**src/rtl/cpfifo_pkg.sv**
```systemverilog
// +--------------------------------------------------------------------+
// | cpfifo_pkg : shared state encoding for the cpfifo elastic buffer   |
// | Rev 1.0                                                            |
// +--------------------------------------------------------------------+
`default_nettype none

package cpfifo_pkg;

    typedef enum logic [1:0] {
        S_EMPTY = 2'b00,
        S_MID   = 2'b01,
        S_FULL  = 2'b11
    } cpfifo_state_t;

endpackage

`default_nettype wire

```
**src/rtl/cpfifo_ptr.sv**
```systemverilog
// +--------------------------------------------------------------------+
// | cpfifo_ptr : wrap-around pointer 0..DEPTH-1 with sync clear        |
// | Rev 1.0                                                            |
// +--------------------------------------------------------------------+
`default_nettype none

module cpfifo_ptr #(
    parameter int DEPTH = 4,
    localparam int PW   = $clog2(DEPTH)
) (
    input  logic          i_CLK,
    input  logic          i_RSTn,
    input  logic          i_ADV,
    input  logic          i_CLR,
    output logic [PW-1:0] o_PTR
);

    localparam logic [PW-1:0] c_LAST = PW'(DEPTH - 1);
    localparam logic [PW-1:0] c_ONE  = PW'(1);

    logic [PW-1:0] ptr_d;
    logic [PW-1:0] ptr_q;

    // Wrap on DEPTH-1 explicitly so non-power-of-two depths work.
    always_comb begin
        ptr_d = ptr_q;
        if (i_CLR) begin
            ptr_d = '0;
        end else if (i_ADV) begin
            ptr_d = (ptr_q == c_LAST) ? '0 : ptr_q + c_ONE;
        end
    end

    always_ff @(posedge i_CLK or negedge i_RSTn) begin
        if (!i_RSTn) begin
            ptr_q <= '0;
        end else begin
            ptr_q <= ptr_d;
        end
    end

    assign o_PTR = ptr_q;

endmodule

`default_nettype wire

```
**src/rtl/cpfifo.sv**
```systemverilog
// +--------------------------------------------------------------------+
// | cpfifo : DEPTH-entry READY-VALID elastic buffer, registered outputs |
// | Optional flush port enabled by macro CPFIFO_FLUSH_EN. Rev 1.0      |
// +--------------------------------------------------------------------+
`default_nettype none

module cpfifo
    import cpfifo_pkg::*;
#(
    parameter int WIDTH = 4,
    parameter int DEPTH = 4,
    localparam int CW   = $clog2(DEPTH + 1)
) (
    input  logic             i_CLK,
    input  logic             i_RSTn,
`ifdef CPFIFO_FLUSH_EN
    input  logic             i_FLUSH,
`endif
    input  logic             i_VALID,
    output logic             o_READY,
    input  logic [WIDTH-1:0] i_D,
    output logic             o_VALID,
    input  logic             i_READY,
    output logic [WIDTH-1:0] o_Q,
    output logic [CW-1:0]    o_COUNT
);

    localparam int PW = $clog2(DEPTH);
    localparam logic [CW-1:0] c_ONE       = CW'(1);
    localparam logic [CW-1:0] c_FULL_LESS = CW'(DEPTH - 1);

    cpfifo_state_t    state_q;
    cpfifo_state_t    state_d;
    logic [CW-1:0]    count_q;
    logic [CW-1:0]    count_d;
    logic [WIDTH-1:0] mem_q [DEPTH];
    logic [WIDTH-1:0] mem_d [DEPTH];
    logic [PW-1:0]    wr_ptr;
    logic [PW-1:0]    rd_ptr;
    logic             flush;
    logic             push;
    logic             pop;

`ifdef CPFIFO_FLUSH_EN
    assign flush = i_FLUSH;
`else
    assign flush = 1'b0;
`endif

    // Handshake flags come from state only, so no input-to-output paths exist.
    always_comb begin
        o_VALID = 1'b0;
        o_READY = 1'b1;
        case (state_q)
            S_MID: begin
                o_VALID = 1'b1;
                o_READY = 1'b1;
            end
            S_FULL: begin
                o_VALID = 1'b1;
                o_READY = 1'b0;
            end
            default: begin
                o_VALID = 1'b0;
                o_READY = 1'b1;
            end
        endcase
    end

    assign push = i_VALID & o_READY & ~flush;
    assign pop  = o_VALID & i_READY & ~flush;

    always_comb begin
        state_d = state_q;
        count_d = count_q;
        if (push && !pop) begin
            count_d = count_q + c_ONE;
        end else if (pop && !push) begin
            count_d = count_q - c_ONE;
        end
        case (state_q)
            S_EMPTY: begin
                if (push) begin
                    state_d = S_MID;
                end
            end
            S_MID: begin
                if (push && !pop && (count_q == c_FULL_LESS)) begin
                    state_d = S_FULL;
                end else if (pop && !push && (count_q == c_ONE)) begin
                    state_d = S_EMPTY;
                end
            end
            S_FULL: begin
                if (pop) begin
                    state_d = S_MID;
                end
            end
            default: begin
                state_d = S_EMPTY;
                count_d = '0;
            end
        endcase
        if (flush) begin
            state_d = S_EMPTY;
            count_d = '0;
        end
    end

    always_ff @(posedge i_CLK or negedge i_RSTn) begin
        if (!i_RSTn) begin
            state_q <= S_EMPTY;
            count_q <= '0;
        end else begin
            state_q <= state_d;
            count_q <= count_d;
        end
    end

    always_comb begin
        mem_d = mem_q;
        if (push) begin
            mem_d[wr_ptr] = i_D;
        end
    end

    // Storage is deliberately not reset; o_VALID qualifies o_Q.
    always_ff @(posedge i_CLK) begin
        mem_q <= mem_d;
    end

    cpfifo_ptr #(
        .DEPTH (DEPTH)
    ) u_wr_ptr (
        .i_CLK  (i_CLK),
        .i_RSTn (i_RSTn),
        .i_ADV  (push),
        .i_CLR  (flush),
        .o_PTR  (wr_ptr)
    );

    cpfifo_ptr #(
        .DEPTH (DEPTH)
    ) u_rd_ptr (
        .i_CLK  (i_CLK),
        .i_RSTn (i_RSTn),
        .i_ADV  (pop),
        .i_CLR  (flush),
        .o_PTR  (rd_ptr)
    );

    assign o_Q     = mem_q[rd_ptr];
    assign o_COUNT = count_q;

endmodule

`default_nettype wire

```
**config.mk**
```make
export PLATFORM = sky130hd
export DESIGN_NAME = cpfifo
export DESIGN_NICKNAME = d
export VERILOG_FILES = /design/src/rtl/cpfifo_pkg.sv /design/src/rtl/cpfifo_ptr.sv /design/src/rtl/cpfifo.sv
export SDC_FILE = /design/constraint.sdc
export NUM_CORES = 1
export LEC_CHECK = 0
export ABC_AREA = 1
export CAP_MARGIN = 5
export CORE_MARGIN = 4
export CORE_UTILIZATION = 45
export DETAILED_ROUTE_END_ITERATION = 7
export PLACE_DENSITY = 0.67
export SLEW_MARGIN = 15
export SYNTH_ARGS = -nofsm -noshare
export SYNTH_HDL_FRONTEND = slang
export SYNTH_SLANG_ARGS = --single-unit
```
**constraint.sdc**
```tcl
create_clock -name i_CLK -period 2.04 [get_ports i_CLK]
set_input_delay 0.204 -clock i_CLK [delete_from_list [all_inputs] [get_ports i_CLK]]
set_output_delay 0.204 -clock i_CLK [all_outputs]
set_load 0.02 [all_outputs]
```
### Word level (Yosys, flattened, before mapping)

Index checks and enable logic that the tools add are counted.

* ROM bits: 0
* output and inout port bits: 9
* bits in latches: 0
* RAM bits: 0
* bits in registers: 25
* word-level logic and storage cells: 58
* memories kept: 0

* reductions and logical operators: 11
* magnitude comparators: 3
* multiply operators: 0
* $add $sub $neg: 4
* shifts and indexed selects: 0
* bitwise operators: 4
* equality and inequality tests: 10
* mux-type cells: 18
* divide/modulo/power cells: 0

Operator list (number)
* $bwmux 16: 1
* $mux 2: 6
* $mux 4: 3
* $mux 3: 3
* $bmux 4 s2: 1
* $demux 4 s2: 1
* $eq 2x2->1 const B: 3
* $ge 3x3->1 const B: 2
* $not 2->3: 2
* $pmux 2 s3: 1
* $logic_and 1x1->1: 5
* $add 2x1->2 const B: 2
* $ne 2x2->1 const B: 2
* $add 3x1->3 const B: 1
* $eq 3x1->1 const B: 1
* $eq 3x2->1 const B: 1
* $lt 3x1->1 const B: 1
* $ne 3x1->1 const B: 1
* $ne 3x3->1 const B: 1
* $reduce_and 3->1: 1
* $reduce_or 3->1: 1
* $sub 3x1->3 const B: 1
* $and 1x1->1: 2
* $eq 2x1->1 const B: 1
* 4 further kinds: 6

### Logic depth before layout (Yosys ltp)

Gate-level depths: netlist of run 1.

* depth in word-level cells: 9
* mapped depth: 9
* mapped depth without buffers: 9

### Hierarchy

A second synthesis of run 1 with hierarchy kept.

* cells, all modules: 131
* area total of the unflattened synthesis: 1332.5 um^2

Modules (own cells, without submodules)
* cpfifo: area an instance 1129.8 um^2, cells an instance 107, instances 1, sequential area each 605.6 um^2
* cpfifo_ptr: area an instance 101.3 um^2, cells an instance 12, instances 2, sequential area each 50.0 um^2

### Worst setup path after synthesis of run 1

No wires, ideal clock.

* kind: register to register
* start point: reg state_q[0]
* end point: reg mem_q[10] in the netlist's numbering (enable)
* data arrival time: 1.181 ns
* setup time: 0.329 ns
* required time: 1.711 ns
* clock period less this slack: 1.511 ns
* setup slack: 0.529 ns
* buffers on the path: 0
* cell stages (with the launch flop): 5
* path through: dfrtp_1 ha_1 nor2_4 inv_2 nor2_1

* cells in the longest elaborated chain, start to end: 3

RTL lines
* start, declared: line cpfifo.sv:32 `cpfifo_state_t state_q;`
* start signal, assigned: line cpfifo.sv:115 `state_q <= state_d;`
* $eq 2x2->1: line cpfifo.sv:54 `case (state_q)`
* $mux 1: line cpfifo.sv:54
* $and 1x1->1: line cpfifo.sv:70 `assign push = i_VALID & o_READY & ~flush;`
* end signal, assigned: line cpfifo.sv:129 `mem_q <= mem_d;`
* end, declared: line cpfifo.sv:36 `logic [WIDTH-1:0] mem_q [DEPTH];`

No other way between the ends.
A chain may end at the register's enable or synchronous reset.

### Worst setup path after layout of run 1

* start point: reg state_q[0]
* end point: out o_VALID

* cells in the longest elaborated chain, start to end: 3
* elaborated cells between the ends (all ways): 4
* classes of those cells: eq/ne (2); mux (1); reduce/logical (1)

RTL lines
* $eq 2x2->1 / $eq 2x1->1 (equally long branches): line cpfifo.sv:54
* $reduce_or 2->1 (no line) (*)
* $mux 1 (*): line cpfifo.sv:54
* end, declared: line cpfifo.sv:22 `output logic o_VALID,`

Every way passes the cells marked *; elsewhere a longest branch is shown, timed or not.

==> metrics.md, run 1 <==
| Metric | Value |
|---|---|
| Non-filler cells, final | `~180` |
| Most crowded layer after global routing | `met2` |
| Number of nets at the end of the flow | `169` |
| Critical Path, Cell by Cell | `ha_1 > nor2_4 > inv_1 > dlygate4sd2_1` |
| Number of DRC violations after detailed routing | `0` |
| Comb power frac | `roughly half` |
| Number of cells after detailed placement | `~170` |
| Internal Power | `approximately 0.0012 W` |
| Number of port buffers | `16` |
| Hold/Removal Path Class | `input port to asynchronous set/reset pin` |
| Fraction of final layout cells sized beyond drive strength 1 | `between 10 and 15%` |
| Critical path class | `flip-flop to output pin` |
| Distinct cell type count after synthesis | `22` |
| P per Cell Area | `approximately 1400 nW/um^2` |
| Detailed-router iteration count before antenna repair | `4` |
| Buffering stage count on the worst path with inverters included | `2` |
| Final worst path period share | `89.71%` |
| TritonCTS clock tree | `yes` |
| Pre-CTS WS | `approximately 0.20 ns` |
| Maximum count of clock buffers along a single path | `2` |
| Worst VDD drop | `approximately 810 uV` |
| Final GP Congestion | `0.8088` |
| Gr usage total | `approximately an eighth` |
| Highest attainable clock frequency | `between 0.5 and 0.6 GHz` |
| Psw | `0.0009301 W` |
| Clock skew | `approximately 0.0027 ns` |
| Setup bufs post-CTS | `0` |
| Clock network fraction of total power | `approximately 10%` |
| Rows | `19` |
| Yosys warning total | `0` |
| Number of DRC markers after the initial detailed-route iteration | `24` |
| Total Wirelength | `2270 um` |
| Required arrival time at the worst endpoint | `1.84 ns` |
| Die outline height | `62.34 um` |
| Clock Pin Slew Worst Setup and Hold Paths | `roughly 0.14 ns` |
| Max Fanout on Critical Path | `4` |
| Number of antenna cells inserted | `0` |
| Sort of element at the end of the critical path | `output pin` |
| Sequential group share of total power | `between 30% and 40%` |
| H-tree levels | `1` |
| Final total negative setup slack | `0 ns` |
| Vias per cell | `4.994` |
| Met1 Track Usage GR | `between 10% and 20%` |
| Final setup slack of the worst path | `~0.21 ns` |
| Top cell type by total area after synthesis | `edfxtp_1` |
| Worst path top cell family by delay | `flip-flops` |
| MaxCap Viol Count | `0` |
| Post-DP HPWL | `~1800 um` |
| Global route overflow | `0` |
| Post-synthesis sequential area ratio | `53.11%` |
| Initial antenna violation count | `0` |
| Count of final hold-check violations | `0` |
| Tightest Pin Transition | `~0.43 ns` |
| Mean post-synth cell area | `roughly 11 um^2` |
| Floorplan die area | `slightly below 4000 um^2` |
| Highest-delay cell along the critical path | `dfrtp_1` |
| Result of the run | `completed` |
| Final slew viol count | `0` |
| IO Pins | `17` |
| Relative area change from synthesis to final layout | `18.36%` |
| Biggest cell delay along the critical path | `between 0.4 and 0.5 ns` |
| Count of filler cells inserted in the layout | `approximately 230` |
| GR met3 Demand/Resource | `2.342%` |
| Netlist area before placement | `approximately 1300 um^2` |
| Final count of negative-setup-slack endpoints | `0` |
| Min Hold Slack | `~0.18 ns` |
| Top cells by area in the synthesized netlist | `edfxtp_1 (36%), dfrtp_1 (17%), ha_1 (13%)` |
| Data arrival time of the critical path | `approximately 1.6 ns` |
| Synthesized net count | `148` |
| Vias in the first global route | `888` |
| X dimension of the die | `about 62 um` |
| Maximum number of pins on one net before global-route repair | `16` |
| Routed via count | `between 800 and 900` |
| Clock root cell | `clkbuf_4` |
| Startpoint types | `flip-flop` |
| Routed wire per std cell | `about 13 um` |
| Leakage power | `about 0.7 nW` |
| Shortest clock period the worst path allows after layout | `approximately 1.8 ns` |
| Net switching fraction of the power | `43.25%` |
| Starting utilization of the core area | `a little under half` |
| Top-area cell type share of the netlist area | `around 36%` |
| Synth Instances | `around 130` |
| Global routing usage on met2 | `21.89%` |
| Number of sinks on the clock net | `25` |
| Clk_lat worst skew | `slightly above 0.3 ns` |
| Rel. slew slack | `a little under three quarters` |
| Wire length of the first global-routing pass | `around 4000 um` |
| Flip-flop and latch count after synthesis | `25` |
| Core Footprint | `about 2800 um^2` |
| Number of buffers created by CTS | `3` |
| Setup repair after global routing missed its margin | `no` |
| Final antenna-violating net count | `0` |
-- cell usage after synthesis, drive strengths merged --
master	n
inv	22
o21ai	20
nor2	18
edfxtp	16
ha	14
nand2	11
dfrtp	9
nand3	8
o22ai	4
a21oi	1
buf	1
nand4	1
xnor2	1
-- cells by family after synthesis --
family / count (synthesis) / synth area share, %
AO/OA/AOI/OAI: 25 / 10.92
XOR/XNOR: 1 / 0.6593
adder cells (fa/ha/maj): 14 / 13.18
buffers and inverters: 23 / 6.591
flip-flops: 25 / 53.11
AND/OR/NAND/NOR: 38 / 15.54
-- repair_timing --
action | CTS | global route
hold buffers | 0 | 0
setup endpoints to repair | 5 | 3
gates resized for setup | 7 | 3
-- through the flow --
| step | util [%] | total power, W | cell area (um^2) |
|---|---|---|---|
| after floorplan | - | 0.001577 | 1329 |
| after detailed placement | 55.02 | 0.001979 | 1530 |
| final | 56.55 | 0.002151 | 1573 |
| after global routing | 56.55 | 0.002352 | 1573 |
| after global placement | 55.02 | 0.001932 | 1530 |
| after CTS | 56.28 | 0.002187 | 1565 |
-- state kept, by name, summed over array words and instances, names as in the netlist --
register and flops:
mem_q 16, state_q 2, u_rd_ptr.o_PTR 2, u_wr_ptr.o_PTR 2, o_COUNT 3
-- power groups by stage --
stage | Combinational, W | Sequential (W) | Clock (W)
after CTS | 0.00114 | 0.000820 | 0.000229
after global placement | 0.00111 | 0.000819 | 0
final | 0.00111 | 0.000818 | 0.000218
after global routing | 0.00126 | 0.000843 | 0.000249
after floorplan | 0.000758 | 0.000819 | 0
after detailed placement | 0.00115 | 0.000827 | 0
-- final cells by class --
type	count	area [um^2]	share of cell area, %
repair buffers	17	171.4	10.90
flip-flops and latches	25	706.9	44.95
inverters	22	82.58	5.251
well taps	31	38.79	2.466
multi-input cells	78	543.0	34.53
clock inverters	1	7.507	0.4773
clock buffers	3	22.52	1.432
-- metal layers --
layer	vias to the layer above	wire [um]
li1	456	-
met4	0	0
met5	-	0
met2	13	1164
met3	0	61
met1	415	1044
-- layout by cell type (no fill, tap or decap), drive strengths merged, types with 4 or more instances in the layout --
cell type,Yosys,final
o21ai,20,20
edfxtp,16,16
clkdlybuf4s50,0,10
dfrtp,9,9
o22ai,4,4
nor2,18,18
nand2,11,11
nand3,8,8
ha,14,14
inv,22,22
-- final timing paths --
path	startpoint	cells past startpoint	slack, ns	endpoint
hold / removal	i_RSTn	1	0.18	state_q[0]
setup reg to reg	state_q[0]	4	0.29	mem_q[11]
setup / recovery	state_q[0]	4	0.21	o_VALID
min in group i_CLK	i_D[0]	1	0.52	mem_q[0]
max in group asynchronous	i_RSTn	1	1.54	u_rd_ptr.o_PTR[0]
hold reg to reg	state_q[0]	2	0.58	state_q[0]
-- worst reg2reg max path, delay by kind of cell (launching register included) --
kind / cells / cell delay [ns]
and+or+nand+nor: 2 / 0.56
DFF: 1 / 0.44
adders and majority gates: 1 / 0.31
buffers and inverters: 1 / 0.12
No activity file was read; power rests on OpenSTA's default activity.
==> run 2: changes to the inputs <==
==> constraint.sdc (replaced) <==
create_clock -name i_CLK -period 1.7 [get_ports i_CLK]
set_input_delay 0.17 -clock i_CLK [delete_from_list [all_inputs] [get_ports i_CLK]]
set_output_delay 0.17 -clock i_CLK [all_outputs]
set_load 0.02 [all_outputs]
==> metrics.md, run 2 (synthesis gave the netlist of run 1 again) <==
| Metric | Value |
|---|---|
| Floorplan die area | `3886 um^2 (unchanged)` |
| Relative area change from synthesis to final layout | `20.90%` |
| Shortest clock period the worst path allows after layout | `about 1.6 ns` |
| Total Wirelength | `2326 um (+2.5%)` |
| Most frequent cells in the layout | `inv_1 (21), edfxtp_1 (16), nor2_1 (15)` |
| GR met3 Demand/Resource | `3.243% (+0.90 points)` |
| Routed wire per std cell | `12.64 um (-1.4%)` |
| Die outline height | `62.34 um (unchanged)` |
| Non-filler cells, final | `184 (+4.0%)` |
| Global routing usage on met2 | `22.28% (+0.39 points)` |
| Global route overflow | `0 (unchanged)` |
| Wire length of the first global-routing pass | `4119 um (+4.2%)` |
| Result of the run | `completed` |
| X dimension of the die | `62.34 um (unchanged)` |
| Setup bufs post-CTS | `0 (unchanged)` |
| Required arrival time at the worst endpoint | `1.53 ns (-0.31 ns)` |
| Number of sinks on the clock net | `25 (unchanged)` |
| Final setup slack of the worst path | `0.09223 ns (-0.1178 ns)` |
| Fraction of final layout cells sized beyond drive strength 1 | `20.26% (+5.9 points)` |
| Startpoint types | `flip-flop` |
| Final worst path period share | `a little over nine tenths` |
| Starting utilization of the core area | `47.77% (unchanged)` |
| Routed via count | `908 (+2.7%)` |
| Clock root cell | `clkbuf_4` |
| # hold bufs at CTS | `0 (unchanged)` |
| MaxCap Viol Count | `0 (unchanged)` |
| Clk_lat worst skew | `0.30 ns (about the same)` |
| Critical path class | `flip-flop to output pin` |
| Final slew viol count | `0 (unchanged)` |
| Number of cells after detailed placement | `180 (+4.0%)` |
| Most crowded layer after global routing | `met2` |
| Vias per cell | `4.935 (-1.2%)` |
| Final count of negative-setup-slack endpoints | `0 (unchanged)` |
| Hold/Removal Path Class | `input port to asynchronous set/reset pin` |
| Met1 Track Usage GR | `15.55% (-0.15 points)` |
| Setup repair after global routing missed its margin | `no` |
| Most common library cell in the layout ignoring fill and taps | `inv_1` |
| Reg-to-Reg Start | `state_q[1]` |
| Final antenna-violating net count | `0 (unchanged)` |
| Core Footprint | `2781 um^2 (unchanged)` |
| Worst VDD drop | `895.3 uV (+11%)` |
| Final GP Congestion | `0.8276 (+2.3%)` |
| Tightest Pin Transition | `0.4556 ns (+0.02459 ns)` |
| Worst setup slack for register-to-register paths | `0.17 ns (-0.12 ns)` |
| Number of DRC violations after detailed routing | `0 (unchanged)` |
| Detailed-router iteration count before antenna repair | `4 (unchanged)` |
| Pre-CTS WS | `0.06853 ns (-0.1300 ns)` |
| Maximum count of clock buffers along a single path | `2 (unchanged)` |
| Count of final hold-check violations | `0 (unchanged)` |
| Number of nets at the end of the flow | `176 (+4.1%)` |
| Number of flip-flops under the largest register name | `16 (unchanged)` |
| Leakage power | `0.7231 nW (+3.2%)` |
| IO Pins | `17 (unchanged)` |
| P per Cell Area | `1635 nW/um^2 (+20%)` |
| H-tree levels | `1 (unchanged)` |
| Number of DRC markers after the initial detailed-route iteration | `34 (+42%)` |
| TritonCTS clock tree | `yes` |
| Max Fanout on Critical Path | `5 (+1)` |
| Post-DP HPWL | `1885 um (+5.3%)` |
| Power after layout | `0.002627 W (+22%)` |
| Number of antenna cells inserted | `0 (unchanged)` |
| Rel. slew slack | `69.53% (-1.6 points)` |
| Vias in the first global route | `929 (+4.6%)` |
| Sort of element at the end of the critical path | `output pin` |
| Initial antenna violation count | `0 (unchanged)` |
| Highest attainable clock frequency | `0.6220 GHz` |
| Number of port buffers | `16 (unchanged)` |
| Rows | `19 (unchanged)` |
| Reg-to-Reg End | `mem_q[14]` |
| Number of buffers created by CTS | `3 (unchanged)` |
| Gr usage total | `12.97% (+0.48 points)` |
| Data arrival time of the critical path | `1.44 ns (-0.19 ns)` |
| Path depth of the worst reg2reg path | `5 (+1)` |
| Largest reg by FF count | `mem_q` |
| Clock skew | `0.002925 ns (+0.0002478 ns)` |
| Clock Pin Slew Worst Setup and Hold Paths | `0.13 ns (about the same)` |
| Utilization of the core after routing | `57.76% (+1.2 points)` |
| Maximum number of pins on one net before global-route repair | `16 (unchanged)` |
-- run 2: changes by cell type in the layout (fill, tap and decap cells not counted), moves of 2 or more --
cell and change:
o21ai_0 -2, o21ai_1 +2, buf_4 +7, clkbuf_2 +4, dlymetal6s2s_1 -2, dlygate4sd2_1 -2
-- run 2: repair_timing --
| action | 4_1_cts | 5_1_grt |
|---|---|---|
| hold endpoints to repair | 0 | 0 |
| gates resized for setup | 6 | 13 |
| cloned | 0 | 0 |
| setup endpoints to repair | 6 | 6 |
-- run 2: layout make-up --
type	instances	area, um^2
Clock buffer	3	22.52
Clock inverter	1	7.507
Fill cell	247	1175
Inverter	22	82.58
Multi-Input combinational cell	78	548.0
Sequential cell	25	705.7
Tap cell	31	38.79
Timing Repair Buffer	24	201.4
-- run 2: where the power goes --
part	internal (W)	switching [W]	leakage, nW
logic	0.000582	0.000834	0.452
registers	0.000834	0.000120	0.257
clock network	0.0000894	0.000168	0.0139
-- run 2: metal layers --
metal | part of all wire, % | up-vias | wire (um)
met5 | 0 | - | 0
met4 | 1.4 | 0 | 33
li1 | - | 473 | -
met2 | 49 | 14 | 1143
met3 | 4.2 | 4 | 98
met1 | 45 | 417 | 1051
-- run 2: worst max path at each step --
stage / start / to / slack [ns] / depth (start not counted)
4_1_cts: state_q[1] / o_VALID / -0.23 / 4
3_3_place_gp: state_q[1] / o_VALID / 0.09 / 4
5_1_grt: state_q[1] / o_VALID / 0.009 / 5
3_5_place_dp: state_q[1] / o_VALID / 0.07 / 4
2_1_floorplan: state_q[0] / mem_q[10] / 0.19 / 4
6_report: state_q[1] / o_READY / 0.09 / 3
-- run 2: worst max-delay path, stage by stage, from the launching register on --
cell and delay (ns):
dfrtp_1 0.44, ha_2 0.30, inv_1 0.07, dlygate4sd2_1 0.32
-- run 2: stage by stage --
stage                     setup TNS (ns)  cell area, um^2  hold WS, ns
after global routing                   0             1607       0.1375
after global placement                 0             1583       0.5070
after CTS                        -0.2301             1609       0.1623
after detailed placement               0             1583       0.5202
final                                  0             1607       0.1601
after floorplan                        0             1329      -0.1256
